--- config.mk ---
export PLATFORM = sky130hd
export DESIGN_NAME = video_pattern_tx
export DESIGN_NICKNAME = d
export VERILOG_FILES = /design/src/rtl/video_pattern_tx.sv
export SDC_FILE = /design/constraint.sdc
export NUM_CORES = 1
export LEC_CHECK = 0
export BUFFER_PORTS_ARGS = -buffer_cell sky130_fd_sc_hd__buf_4
export CORE_MARGIN = 5
export CORE_UTILIZATION = 33
export CTS_BUF_LIST = sky130_fd_sc_hd__clkbuf_16
export DETAILED_ROUTE_END_ITERATION = 7
export PLACE_DENSITY = 0.51
export SLEW_MARGIN = 20
export SYNTH_ARGS = -nofsm -noshare
export SYNTH_HDL_FRONTEND = slang
export SYNTH_SLANG_ARGS = --single-unit
export TNS_END_PERCENT = 10
--- constraint.sdc ---
create_clock -name I_CORE_CLK -period 3.75 [get_ports I_CORE_CLK]
set_clock_uncertainty 0.2 [all_clocks]
set_input_delay 0.1875 -clock I_CORE_CLK [delete_from_list [all_inputs] [get_ports I_CORE_CLK]]
set_output_delay 0.1875 -clock I_CORE_CLK [all_outputs]
set_load 0.05 [all_outputs]
--- src/rtl/video_pattern_tx.sv ---
// ---------------------------------------------------------------------------
// video_pattern_tx
//
// Raster video source for the edge-detection core input bus. Produces the
// pixel clock, HSYNC/VSYNC/DE timing and a 24-bit test pattern. It serves
// both as on-chip BIST stimulus and as a bench driver.
//
// The pixel clock is I_CORE_CLK/2. Every registered output other than O_PCLK
// changes only on the core clock edge where the phase bit falls from 1 to 0,
// so data always changes on the falling edge of O_PCLK and is stable for the
// sink's rising-edge sample.
//
// Ports
//   I_CORE_CLK     in   1   single clock; pixel rate = I_CORE_CLK/2
//   I_RST          in   1   asynchronous, active-high reset
//   I_EN           in   1   run request, honoured only at frame boundaries
//   I_PATTERN      in   2   0 solid, 1 colour bars, 2 gradient, 3 checkerboard
//   I_SOLID        in   24  colour for the solid pattern, {R,G,B}
//   O_PIX_DATA     out  24  pixel {R[23:16],G[15:8],B[7:0]}, zero outside DE
//   O_VSYNC        out  1   vertical sync, asserted level VS_POL
//   O_HSYNC        out  1   horizontal sync, asserted level HS_POL
//   O_DE           out  1   data enable, high in the active area
//   O_PCLK         out  1   pixel clock
//   O_FRAME_START  out  1   high for the pixel period of pixel (0,0)
// ---------------------------------------------------------------------------
module video_pattern_tx #(
   parameter int   H_ACTIVE = 640,
   parameter int   H_FP     = 16,
   parameter int   H_SYNC   = 96,
   parameter int   H_BP     = 48,
   parameter int   V_ACTIVE = 480,
   parameter int   V_FP     = 10,
   parameter int   V_SYNC   = 2,
   parameter int   V_BP     = 33,
   parameter logic HS_POL   = 1'b0,
   parameter logic VS_POL   = 1'b0
) (
   input  logic        I_CORE_CLK,
   input  logic        I_RST,
   input  logic        I_EN,
   input  logic [1:0]  I_PATTERN,
   input  logic [23:0] I_SOLID,
   output logic [23:0] O_PIX_DATA,
   output logic        O_VSYNC,
   output logic        O_HSYNC,
   output logic        O_DE,
   output logic        O_PCLK,
   output logic        O_FRAME_START
);

   localparam int H_TOTAL = H_ACTIVE + H_FP + H_SYNC + H_BP;
   localparam int V_TOTAL = V_ACTIVE + V_FP + V_SYNC + V_BP;
   localparam int H_W     = $clog2(H_TOTAL);
   localparam int V_W     = $clog2(V_TOTAL);
   localparam int BAR_LEN = H_ACTIVE / 8;
   localparam int BAR_W   = (BAR_LEN > 1) ? $clog2(BAR_LEN) : 1;

   localparam logic [H_W-1:0]   H_LAST     = H_W'(H_TOTAL - 1);
   localparam logic [H_W-1:0]   H_ACT_END  = H_W'(H_ACTIVE);
   localparam logic [H_W-1:0]   H_SYNC_BEG = H_W'(H_ACTIVE + H_FP);
   localparam logic [H_W-1:0]   H_SYNC_END = H_W'(H_ACTIVE + H_FP + H_SYNC);
   localparam logic [V_W-1:0]   V_LAST     = V_W'(V_TOTAL - 1);
   localparam logic [V_W-1:0]   V_ACT_END  = V_W'(V_ACTIVE);
   localparam logic [V_W-1:0]   V_SYNC_BEG = V_W'(V_ACTIVE + V_FP);
   localparam logic [V_W-1:0]   V_SYNC_END = V_W'(V_ACTIVE + V_FP + V_SYNC);
   localparam logic [BAR_W-1:0] BAR_LAST   = BAR_W'(BAR_LEN - 1);

   typedef enum logic {
      ST_IDLE = 1'b0,
      ST_RUN  = 1'b1
   } state_t;

   state_t           r_state;
   logic             r_phase;
   logic [H_W-1:0]   r_h;
   logic [V_W-1:0]   r_v;
   logic [2:0]       r_barIdx;
   logic [BAR_W-1:0] r_barPix;
   logic [1:0]       r_pattern;
   logic [23:0]      r_solid;
   logic [23:0]      r_pix;
   logic             r_de;
   logic             r_hsync;
   logic             r_vsync;
   logic             r_frameStart;

   state_t           w_stateNext;
   logic [H_W-1:0]   w_hNext;
   logic [V_W-1:0]   w_vNext;
   logic [2:0]       w_barIdxNext;
   logic [BAR_W-1:0] w_barPixNext;
   logic [1:0]       w_patternNext;
   logic [23:0]      w_solidNext;
   logic             w_frameStartNext;
   logic [23:0]      w_barColour;
   logic [7:0]       w_x;
   logic [7:0]       w_y;
   logic             w_run;
   logic [23:0]      w_pixNext;
   logic             w_deNext;
   logic             w_hsyncNext;
   logic             w_vsyncNext;

   // Frame sequencer: decides which pixel position is presented after the
   // next update edge. The pattern selection and solid colour are captured
   // only when a frame begins, and I_EN is looked at only when idle or on
   // the last pixel of a frame, so frames are always emitted whole.
   always_comb begin
      w_stateNext      = r_state;
      w_hNext          = r_h;
      w_vNext          = r_v;
      w_patternNext    = r_pattern;
      w_solidNext      = r_solid;
      w_frameStartNext = 1'b0;
      case (r_state)
         ST_IDLE: begin
            if (I_EN) begin
               w_stateNext      = ST_RUN;
               w_hNext          = '0;
               w_vNext          = '0;
               w_patternNext    = I_PATTERN;
               w_solidNext      = I_SOLID;
               w_frameStartNext = 1'b1;
            end
         end
         ST_RUN: begin
            if (r_h == H_LAST) begin
               w_hNext = '0;
               if (r_v == V_LAST) begin
                  w_vNext = '0;
                  if (I_EN) begin
                     w_patternNext    = I_PATTERN;
                     w_solidNext      = I_SOLID;
                     w_frameStartNext = 1'b1;
                  end else begin
                     w_stateNext = ST_IDLE;
                  end
               end else begin
                  w_vNext = r_v + 1'b1;
               end
            end else begin
               w_hNext = r_h + 1'b1;
            end
         end
         default: begin
            w_stateNext = ST_IDLE;
            w_hNext     = '0;
            w_vNext     = '0;
         end
      endcase
   end

   // Colour-bar tracking without a divider: r_barPix counts pixels inside
   // the current bar and r_barIdx steps to the next bar each time a full
   // bar width has gone by. Both restart whenever a line restarts at h=0,
   // which also covers the idle state where h is held at zero.
   always_comb begin
      w_barIdxNext = r_barIdx;
      w_barPixNext = r_barPix;
      if (w_hNext == '0) begin
         w_barIdxNext = '0;
         w_barPixNext = '0;
      end else if (r_barPix == BAR_LAST) begin
         w_barIdxNext = r_barIdx + 1'b1;
         w_barPixNext = '0;
      end else begin
         w_barPixNext = r_barPix + 1'b1;
      end
   end

   // Colour lookup for the bar that the next pixel belongs to.
   always_comb begin
      w_barColour = 24'h000000;
      case (w_barIdxNext)
         3'd0:    w_barColour = 24'hFFFFFF;
         3'd1:    w_barColour = 24'hFFFF00;
         3'd2:    w_barColour = 24'h00FFFF;
         3'd3:    w_barColour = 24'h00FF00;
         3'd4:    w_barColour = 24'hFF00FF;
         3'd5:    w_barColour = 24'hFF0000;
         3'd6:    w_barColour = 24'h0000FF;
         default: w_barColour = 24'h000000;
      endcase
   end

   // Output decode for the upcoming pixel. Everything is derived from the
   // next position so that the registered outputs line up exactly with the
   // (h,v) they describe. Outside RUN all outputs take their idle levels.
   always_comb begin
      w_x         = 8'(w_hNext);
      w_y         = 8'(w_vNext);
      w_run       = (w_stateNext == ST_RUN);
      w_deNext    = w_run && (w_hNext < H_ACT_END) && (w_vNext < V_ACT_END);
      w_hsyncNext = ~HS_POL;
      w_vsyncNext = ~VS_POL;
      if (w_run && (w_hNext >= H_SYNC_BEG) && (w_hNext < H_SYNC_END)) begin
         w_hsyncNext = HS_POL;
      end
      if (w_run && (w_vNext >= V_SYNC_BEG) && (w_vNext < V_SYNC_END)) begin
         w_vsyncNext = VS_POL;
      end
      w_pixNext = 24'h000000;
      if (w_deNext) begin
         case (w_patternNext)
            2'd0:    w_pixNext = w_solidNext;
            2'd1:    w_pixNext = w_barColour;
            2'd2:    w_pixNext = {w_x, w_y, w_x ^ w_y};
            default: w_pixNext = (w_x[3] ^ w_y[3]) ? 24'hFFFFFF : 24'h000000;
         endcase
      end
   end

   // State and output registers. The phase bit runs on every core clock and
   // is the pixel clock itself; everything else is loaded only on the edge
   // where the phase falls, i.e. once per pixel period.
   always_ff @(posedge I_CORE_CLK or posedge I_RST) begin
      if (I_RST) begin
         r_phase      <= 1'b0;
         r_state      <= ST_IDLE;
         r_h          <= '0;
         r_v          <= '0;
         r_barIdx     <= '0;
         r_barPix     <= '0;
         r_pattern    <= 2'd0;
         r_solid      <= 24'h000000;
         r_pix        <= 24'h000000;
         r_de         <= 1'b0;
         r_hsync      <= ~HS_POL;
         r_vsync      <= ~VS_POL;
         r_frameStart <= 1'b0;
      end else begin
         r_phase <= ~r_phase;
         if (r_phase) begin
            r_state      <= w_stateNext;
            r_h          <= w_hNext;
            r_v          <= w_vNext;
            r_barIdx     <= w_barIdxNext;
            r_barPix     <= w_barPixNext;
            r_pattern    <= w_patternNext;
            r_solid      <= w_solidNext;
            r_pix        <= w_pixNext;
            r_de         <= w_deNext;
            r_hsync      <= w_hsyncNext;
            r_vsync      <= w_vsyncNext;
            r_frameStart <= w_frameStartNext;
         end
      end
   end

   assign O_PCLK        = r_phase;
   assign O_PIX_DATA    = r_pix;
   assign O_DE          = r_de;
   assign O_HSYNC       = r_hsync;
   assign O_VSYNC       = r_vsync;
   assign O_FRAME_START = r_frameStart;

endmodule
After elaboration in Yosys (flattened, before gate mapping)
Cells that the tools add are included.
{"block": "totals", "ff_bits": 86, "latch_bits": 0, "mem_bits_rw": 0, "romBits": 0, "in_bits": 29, "output_inout_bits": 29, "memories": 0}
{"block": "classes", "addsub": 4, "n_mul": 0, "div_mod_pow": 0, "n_lt_le_gt_ge": 6, "n_eq_ne": 11, "n_shift": 0, "mux": 32, "bitwise": 4, "reduce_logical": 9}
{"operator": "one-hot mux 24 bit (7 select lines)", "n": 1}
{"operator": "2-to-1 mux 24 bit", "n": 5}
{"operator": "one-hot mux 24 bit (3 select lines)", "n": 1}
{"operator": "2-to-1 mux 10 bit", "n": 5}
{"operator": "one-hot mux 24 bit (2 select lines)", "n": 1}
{"operator": "one-hot mux 10 bit (2 select lines)", "n": 2}
{"operator": "adder 10 x 1 -> 10 bit, second input constant", "n": 2}
{"operator": "equality test 10 bit, second input constant", "n": 2}
{"operator": "< comparator 10 bit, second input constant", "n": 2}
{"operator": "< comparator 10 x 9 -> 1 bit, second input constant", "n": 2}
{"operator": "2-to-1 mux 7 bit", "n": 2}
{"operator": "greater-or-equal comparator 10 bit, second input constant", "n": 1}
{"operator": "greater-or-equal comparator 10 x 9 -> 1 bit, second input constant", "n": 1}
{"operator": "logical NOT 10 bit", "n": 1}
{"operator": "equality test 3 bit, second input constant", "n": 3}
{"operator": "XOR 8 bit", "n": 1}
{"operator": "adder 7 x 1 -> 7 bit, second input constant", "n": 1}
{"operator": "equality test 7 bit, second input constant", "n": 1}
{"operator": "2-to-1 mux 1 bit", "n": 7}
{"operator": "equality test 3 x 2 -> 1 bit, second input constant", "n": 2}
{"operator": "logical AND 1 bit", "n": 6}
{"operator": "2-to-1 mux 2 bit", "n": 3}
{"operator": "2-to-1 mux 3 bit", "n": 2}
{"operator": "one-hot mux 1 bit (2 select lines)", "n": 2}
{"operator": "9 further kinds", "n": 10}

Depth between registers and ports, before layout
Gate-level depths: netlist of the first run.
{"block": "depth", "depth_word": 9, "depth_mapped": 13}

Worst setup path before layout of the first run
OpenSTA, ideal clock, no wires.
{"block": "synth_timing", "kind": "register -> register", "startpoint": "register r_v[6]", "endpoint": "register r_pix[11], in the netlist O_PIX_DATA[11]", "arrival_time_ns": 3.044, "required_ns": 3.426, "slack_ns": 0.382, "stages_incl_launch_ff": 11, "synth_period_minus_slack_ns": 3.368, "cell_sequence": "dfrtp_1 -> nor4b_1 -> nand4_1 -> o41ai_1 -> buf_2 -> mux2i_1 -> clkbuf_1 -> clkbuf_1 -> nor2_1 -> a311oi_1 -> o2bb2ai_2"}
{"block": "synth_via", "elab_chain_len": 8, "elab_cells_between_ends": 25, "classes_between": "add/sub: 1; order compare: 1; eq/ne: 3; mux: 16; bitwise: 1; reduce/logical: 3"}
{"element": "from (decl)", "line_no": "76", "source": "logic [V_W-1:0] r_v;"}
{"element": "from (signal assigned)", "line_no": "236", "source": "r_v <= w_vNext;"}
{"element": "branches (longest 7 deep; another with adder 10 x 1 -> 10 bit)"}
{"element": "2-to-1 mux 24 bit *", "line_no": "203", "source": "if (w_deNext) begin"}
{"element": "to (signal assigned)", "line_no": "241", "source": "r_pix <= w_pixNext;"}
{"element": "to (decl)", "line_no": "81", "source": "logic [23:0] r_pix;"}
Mark *: on every way between the ends.
A chain may end at the register's enable or synchronous reset.

Final worst setup path of the first run
{"block": "layout_timing", "startpoint": "register r_h[1]", "endpoint": "register r_pix[3], in the netlist O_PIX_DATA[3]"}
{"block": "layout_via", "elab_chain_len": 9, "elab_cells_between_ends": 35, "classes_between": "add/sub: 1; order compare: 2; eq/ne: 9; mux: 16; bitwise: 2; reduce/logical: 5"}
{"element": "from (decl)", "line_no": "75", "source": "logic [H_W-1:0] r_h;"}
{"element": "from (signal assigned)", "line_no": "235", "source": "r_h <= w_hNext;"}
{"element": "adder 10 x 1 -> 10 bit / equality test 10 bit (equally long branches)", "line_no": "142, 127"}
{"element": "2-to-1 mux 10 bit", "line_no": "127", "source": "if (r_h == H_LAST) begin"}
{"element": "one-hot mux 10 bit (2 select lines)", "line_no": "115", "source": "case (r_state)"}
{"element": "logical NOT 10 bit", "line_no": "160", "source": "if (w_hNext == '0) begin"}
{"element": "2-to-1 mux 3 bit", "line_no": "160"}
{"element": "equality test 3 bit (tied with other cells)", "line_no": "174", "source": "case (w_barIdxNext)"}
{"element": "one-hot mux 24 bit (7 select lines)", "line_no": "174"}
{"element": "one-hot mux 24 bit (3 select lines)", "line_no": "204", "source": "case (w_patternNext)"}
{"element": "2-to-1 mux 24 bit *", "line_no": "203"}
Mark *: on every way between the ends. The rest lies on a longest branch, timed or not.

==> results of run 1 <==
## final timing paths
kind	start	to	slack, ns
max	r_h[1]$_DFFE_PP0P_	O_PIX_DATA[3]$_DFFE_PP0P_	0.21
min	I_EN	r_state$_DFFE_PP0P_	0.02
max reg2reg	r_h[1]$_DFFE_PP0P_	O_PIX_DATA[3]$_DFFE_PP0P_	0.21
min reg2reg	O_FRAME_START$_DFFE_PP0P_	O_FRAME_START$_DFFE_PP0P_	0.28
max in group asynchronous	I_RST	O_PIX_DATA[16]$_DFFE_PP0P_	2.13
min in group asynchronous	I_RST	O_PIX_DATA[4]$_DFFE_PP0P_	0.35
## final cells by class
type | instances | area (um2)
fill | 1560 | 8870
inverter | 10 | 40.0
timing repair buffer | 109 | 890
clock buffer | 9 | 225
sequential | 86 | 2150
multi-input combinational | 430 | 2830
tap | 211 | 264
clock inverter | 4 | 41.3
## cell usage after synthesis (all sizes together) (6+ instances only)
library cell,n,share of area
nand4,8,0.0096
clkbuf,26,0.019
nor3,8,0.0087
xnor2,10,0.017
nand3,32,0.031
o2bb2ai,26,0.068
nand2,96,0.071
mux2,31,0.067
buf,14,0.018
dfrtp,84,0.41
nor2,43,0.033
a31oi,24,0.029
a21oi,38,0.037
nor3b,6,0.0087
inv,10,0.0072
o21ai,20,0.021
## kinds of logic after synthesis
logic type / share of synthesized area
fa+ha+maj: 0.0121
compound gates: 0.219
mux: 0.0750
xor+xnor: 0.0236
flops: 0.415
simple gates: 0.211
buf+inv: 0.0436
## sequential cells by signal, summed over array words and instances (netlist names)
signal	flops
O_DE	1
O_PIX_DATA	24
O_FRAME_START	1
O_VSYNC	1
r_state	1
r_barPix	7
r_solid	24
r_v	10
O_PCLK	1
r_pattern	2
O_HSYNC	1
r_barIdx	3
r_h	10
## timing repair
action                                 4_1_cts  5_1_grt
setup endpoints to repair                    0       12
endpoints found under the hold margin       79        0
hold buffers                                27        0
gates resized for setup                      0        2
## per-layer routing
| metal | routed length (um) | part of all wire | up-vias | track usage |
|---|---|---|---|---|
| met3 | 625 | 0.041 | 21 | 0.0390 |
| met5 | 0 | 0 | - | 0 |
| met1 | 7090 | 0.46 | 2282 | 0.231 |
| met2 | 7170 | 0.47 | 93 | 0.274 |
| met4 | 377 | 0.025 | 0 | 0.0577 |
| li1 | - | - | 2228 | - |
## worst max-delay path, cell delays in order, from the launching register on
cell and delay, ns:
dfrtp_1 0.45, ha_1 0.32, nand4_1 0.14, buf_4 0.19
o31ai_1 0.33, o21ai_0 0.27, o21ba_2 0.30, nand4_1 0.21
a21oi_1 0.69, a211oi_1 0.20, o2bb2ai_2 0.16
## per-stage QoR
| stage | std cells | cell area [um2] | setup WS (ns) | total power (W) |
|---|---|---|---|---|
| finish | 859 | 6440 | 0.210 | 0.00187 |
| global route | 859 | 6440 | 0.0143 | 0.00195 |
| CTS | 859 | 6430 | 0.185 | 0.00190 |
| detailed placement | 819 | 5900 | 0.204 | 0.000998 |
| global placement | 819 | 5900 | 0.245 | 0.000996 |
| floorplan | 566 | 5190 | 0.382 | 0.000961 |
## power groups by stage
| stage | clock [W] | sequential (W) | combinational (W) |
|---|---|---|---|
| finish | 0.000867 | 0.000928 | 0.0000735 |
| global route | 0.000940 | 0.000927 | 0.0000822 |
| CTS | 0.000894 | 0.000928 | 0.0000750 |
| detailed placement | 0 | 0.000945 | 0.0000526 |
| global placement | 0 | 0.000945 | 0.0000510 |
| floorplan | 0 | 0.000945 | 0.0000164 |
==> flow_metrics.py, run 1 <==
metrics = {
    "layout": {
        "final_util": 0.421,
        "fin_nets": 680,
        "mostFrequentLayoutCells": "nand2_1 (95), dfrtp_1 (84), buf_4 (81), nor2_1 (42), a21oi_1 (37)",
        "final_common_cell": "nand2_1",
        "num_antenna_cells": 0,
        "drive_above_1_share": 0.247,
        "area_delta_synth_final_pct": 24.2,
    },
    "worst_setup_path": {
        "path_class": "flip-flop to flip-flop",
        "crit_path_end_kind": "flip-flop",
        "worstPathRequired_ns": 3.82,
        "critPathArrivalTime_ns": 3.61,
        "rr_worst_depth": 10,
        "critPathMaxFanout": 7,
        "start_kind": "flip-flop",
    },
    "timing": {
        "tightest_slew_ns": 0.772,
        "setup_viol": 0,
        "fin_setup_tns_ns": 0,
        "hold_viol": 0,
        "maxSlewHeadroom": 0.486,
        "max_freq_mhz": 282,
        "fin_crit_sh": 0.944,
        "whs_ns": 0.0193,
        "rsz0062_at_grt": "no",
        "period_needed_ns": 3.54,
        "slew_violations": 0,
    },
    "place": {
        "gp_routability_congestion": 0.880,
        "dp_hpwl_mm": 10.6,
        "io_buffers": 57,
    },
    "clocking": {
        "clk_latency_ns": 0.35,
        "cts.sink_count": 86,
        "clock-root-buffer": "clkbuf_16",
        "cts.htree.levels": 3,
        "post_cts_buffers": 0,
        "cts-buffers-inserted": 9,
        "cts_tree": "built",
        "path_clk_slew_ns": 0.06,
        "clock_path_buffers": 2,
    },
    "floorplanning": {
        "core_region_area_um2": 15300,
        "ios": 58,
        "rows": 45,
        "die_x_um": 135,
        "die_h_um": 135,
        "initial_utilization": 0.339,
        "die_area_um2": 18300,
    },
    "pwr": {
        "p_per_area_nw_per_um2": 290,
        "p_int_w": 0.00146,
        "p_sw_frac": 0.216,
        "pwr-share-seq": 0.497,
        "power_frac_comb": 0.039,
        "clock_power_share": 0.464,
        "p_sw_w": 0.000404,
        "leakage_nw": 2.83,
        "peakVddDrop_mv": 0.195,
    },
    "min_path": {
        "holdPathStages": 3,
        "hp-class": "primary input to flip-flop",
    },
    "run_status": {
        "status": "completed",
    },
    "run": {
        "cap_violations": 0,
    },
    "synth": {
        "syn_nets": 600,
        "async_reset_ff_frac": 1.00,
        "synth_cells": 566,
        "syn_area_per_cell_um2": 9.17,
        "syn_area_um2": 5190,
        "synth_edf_count": 0,
        "ys_ff_latch": 86,
        "yosysUniqueCellTypes": 64,
        "ys.flop_type": "dfrtp_1",
        "yosysWarnings": 0,
        "seq_area_frac_synth": 0.415,
    },
    "grt": {
        "grt-ovfl-total": 0,
        "grt_max_degree": 57,
        "antenna_found_initial": 0,
        "track_usage": 0.172,
        "grt_pass1_vias": 4574,
        "grt_first_pass_wirelength_mm": 24.9,
    },
    "routing": {
        "vias": 4624,
        "drc": 0,
        "drt_wl_total_mm": 15.3,
        "dr.first_iter.drc_count": 327,
        "firstDrtPassIters": 4,
        "viasPerCell": 5.38,
        "ant_nets": 0,
        "post_drt_wl_per_cell_um": 17.8,
    },
}
No activity file was read; power rests on OpenSTA's default activity.
==> run 2, diff against run 1 <==
--- a/config.mk
+++ b/config.mk
@@ -11,4 +11,5 @@
 export CTS_BUF_LIST = sky130_fd_sc_hd__clkbuf_16
 export DETAILED_ROUTE_END_ITERATION = 7
+export GPL_ROUTABILITY_DRIVEN = 0
 export PLACE_DENSITY = 0.51
 export SLEW_MARGIN = 20
==> constraint.sdc (replaced) <==
create_clock -name I_CORE_CLK -period 4.55 [get_ports I_CORE_CLK]
set_clock_uncertainty 0.2 [all_clocks]
set_input_delay 0.91 -clock I_CORE_CLK [delete_from_list [all_inputs] [get_ports I_CORE_CLK]]
set_output_delay 0.91 -clock I_CORE_CLK [all_outputs]
set_load 0.05 [all_outputs]
==> run 2 against run 1 <==
Global-route usage is 0.30 points lower. Highest routed layer unchanged. Largest power group unchanged. First-iteration DRC count is 11% lower. Register-to-register slack better by 0.17 ns.
==> flow_metrics.py, run 2 (synthesis results as in run 1) <==
metrics = {
    "pwr": {
        "power_frac_comb": 0.027,
        "clock_power_share": 0.474,
        "peakVddDrop_mv": 0.155,
        "p_sw_w": 0.000334,
        "leakage_nw": 2.68,
        "pwr-share-seq": 0.499,
        "p_per_area_nw_per_um2": 252,
        "p_sw_frac": 0.218,
        "p_int_w": 0.00120,
    },
    "worst_setup_path": {
        "critPathArrivalTime_ns": 4.19,
        "cp_cell_sequence": "nor4b_1, nand4_1, o41ai_2, buf_4, mux2_2, nor2_1, a21oi_2, a211oi_1, o2bb2ai_2",
        "critPathMaxFanout": 28,
        "cp_slowest_cell": "o41ai_2",
        "crit_path_end_kind": "flip-flop",
        "rrSetupSlack_ns": 0.38,
        "start_kind": "flip-flop",
        "worstPathRequired_ns": 4.57,
        "path_class": "flip-flop to flip-flop",
        "rr_worst_depth": 9,
        "r2r-start": "r_v[6]$_DFFE_PP0P_",
        "max_stage_delay_ns": 0.71,
        "r2r_end": "O_PIX_DATA[3]$_DFFE_PP0P_",
    },
    "clocking": {
        "path_clk_slew_ns": 0.06,
        "clk_latency_ns": 0.35,
        "cts_tree": "built",
        "cts-buffers-inserted": 9,
        "cts.htree.levels": 3,
        "cts.sink_count": 86,
        "clock-root-buffer": "clkbuf_16",
        "cts_hold_buf": 0,
        "clock_path_buffers": 2,
    },
    "run": {
        "cap_violations": 0,
    },
    "routing": {
        "post_drt_wl_per_cell_um": 18.2,
        "dr.first_iter.drc_count": 292,
        "drt_wl_total_mm": 15.0,
        "vias": 4460,
        "ant_nets": 0,
        "drc": 0,
        "viasPerCell": 5.43,
        "firstDrtPassIters": 5,
    },
    "timing": {
        "setup_viol": 0,
        "period_needed_ns": 4.17,
        "fin_crit_sh": 0.916,
        "fin_setup_tns_ns": 0,
        "tightest_slew_ns": 0.994,
        "slew_violations": 0,
        "hold_viol": 0,
        "maxSlewHeadroom": 0.337,
        "max_freq_mhz": 240,
        "rsz0062_at_grt": "no",
    },
    "layout": {
        "stdcell_area_um2": 6090,
        "final_common_cell": "nand2_1",
        "drive_above_1_share": 0.247,
        "fin_nets": 641,
        "mostFrequentLayoutCells": "nand2_1 (95), dfrtp_1 (84), buf_4 (70), nor2_1 (42), a21oi_1 (36)",
        "area_delta_synth_final_pct": 17.4,
        "final_cells": 822,
        "num_antenna_cells": 0,
    },
    "min_path": {
        "min_to": "O_FRAME_START$_DFFE_PP0P_",
        "hp-class": "flip-flop to flip-flop",
        "hp-start": "O_FRAME_START$_DFFE_PP0P_",
        "holdPathStages": 1,
    },
    "floorplanning": {
        "die_x_um": 135,
        "rows": 45,
        "ios": 58,
        "initial_utilization": 0.339,
        "core_region_area_um2": 15300,
        "die_h_um": 135,
        "die_area_um2": 18300,
    },
    "grt": {
        "grt-ovfl-total": 0,
        "grt_first_pass_wirelength_mm": 24.6,
        "track_usage": 0.169,
        "grt_pass1_vias": 4468,
        "antenna_found_initial": 0,
        "grt_max_degree": 54,
    },
    "place": {
        "io_buffers": 57,
        "post_dp_cell_area_um2": 5810,
        "dp_hpwl_mm": 10.3,
        "dp_cells": 807,
    },
    "run_status": {
        "status": "completed",
    },
}
run 2: worst max path at each step:
stage               slack (ns)          startpoint                         end
floorplan                 1.18  r_v[6]$_DFFE_PP0P_  O_PIX_DATA[11]$_DFFE_PP0P_
global placement          0.20  r_v[6]$_DFFE_PP0P_   O_PIX_DATA[1]$_DFFE_PP0P_
detailed placement        0.27  r_v[6]$_DFFE_PP0P_   O_PIX_DATA[1]$_DFFE_PP0P_
CTS                       0.25  r_v[6]$_DFFE_PP0P_   O_PIX_DATA[1]$_DFFE_PP0P_
global route               0.1  r_v[6]$_DFFE_PP0P_   O_PIX_DATA[9]$_DFFE_PP0P_
finish                    0.38  r_v[6]$_DFFE_PP0P_   O_PIX_DATA[3]$_DFFE_PP0P_
run 2: timing repair:
item / 4_1_cts / 5_1_grt
buffers inserted: 0 / 0
gates resized for setup: 0 / 1
endpoints found under the setup margin: 0 / 7
run 2: routing by layer:
metal / up-vias / track usage / share of wire
met5: - / 0 / 0
met4: 0 / 0.0470 / 0.011
met3: 12 / 0.0297 / 0.037
met2: 87 / 0.272 / 0.48
met1: 2211 / 0.235 / 0.47
li1: 2150 / - / -
run 2: stage by stage:
stage	util	power (W)	setup WS (ns)	hold slack [ns]
final	0.398	0.00153	0.383	0.285
after floorplan	-	0.000792	1.18	0.272
after global routing	0.398	0.00159	0.0987	0.296
after global placement	0.379	0.000821	0.200	0.264
after detailed placement	0.379	0.000822	0.271	0.277
after CTS	0.398	0.00155	0.250	0.291
run 2: final cells by class:
type / count / area (um2)
sequential: 86 / 2150
tap: 211 / 264
multi-input combinational: 430 / 2830
timing repair buffer: 70 / 526
inverter: 10 / 38.8
fill: 1598 / 9220
clock inverter: 6 / 56.3
clock buffer: 9 / 225
run 2: critical path: cells and delay by family (launching register included):
kind,cells,cell delay [ns]
AO/OA/AOI/OAI,4,1.35
multiplexers,1,0.54
AND/OR/NAND/NOR,3,1.06
flip-flops,1,0.45
buffers and inverters,1,0.43
run 2: power groups by stage:
stage	sequential, W	combinational (W)	clock (W)
floorplan	0.000779	0.0000135	0
global placement	0.000779	0.0000424	0
detailed placement	0.000779	0.0000431	0
CTS	0.000764	0.0000433	0.000744
global route	0.000764	0.0000476	0.000782
finish	0.000765	0.0000417	0.000726
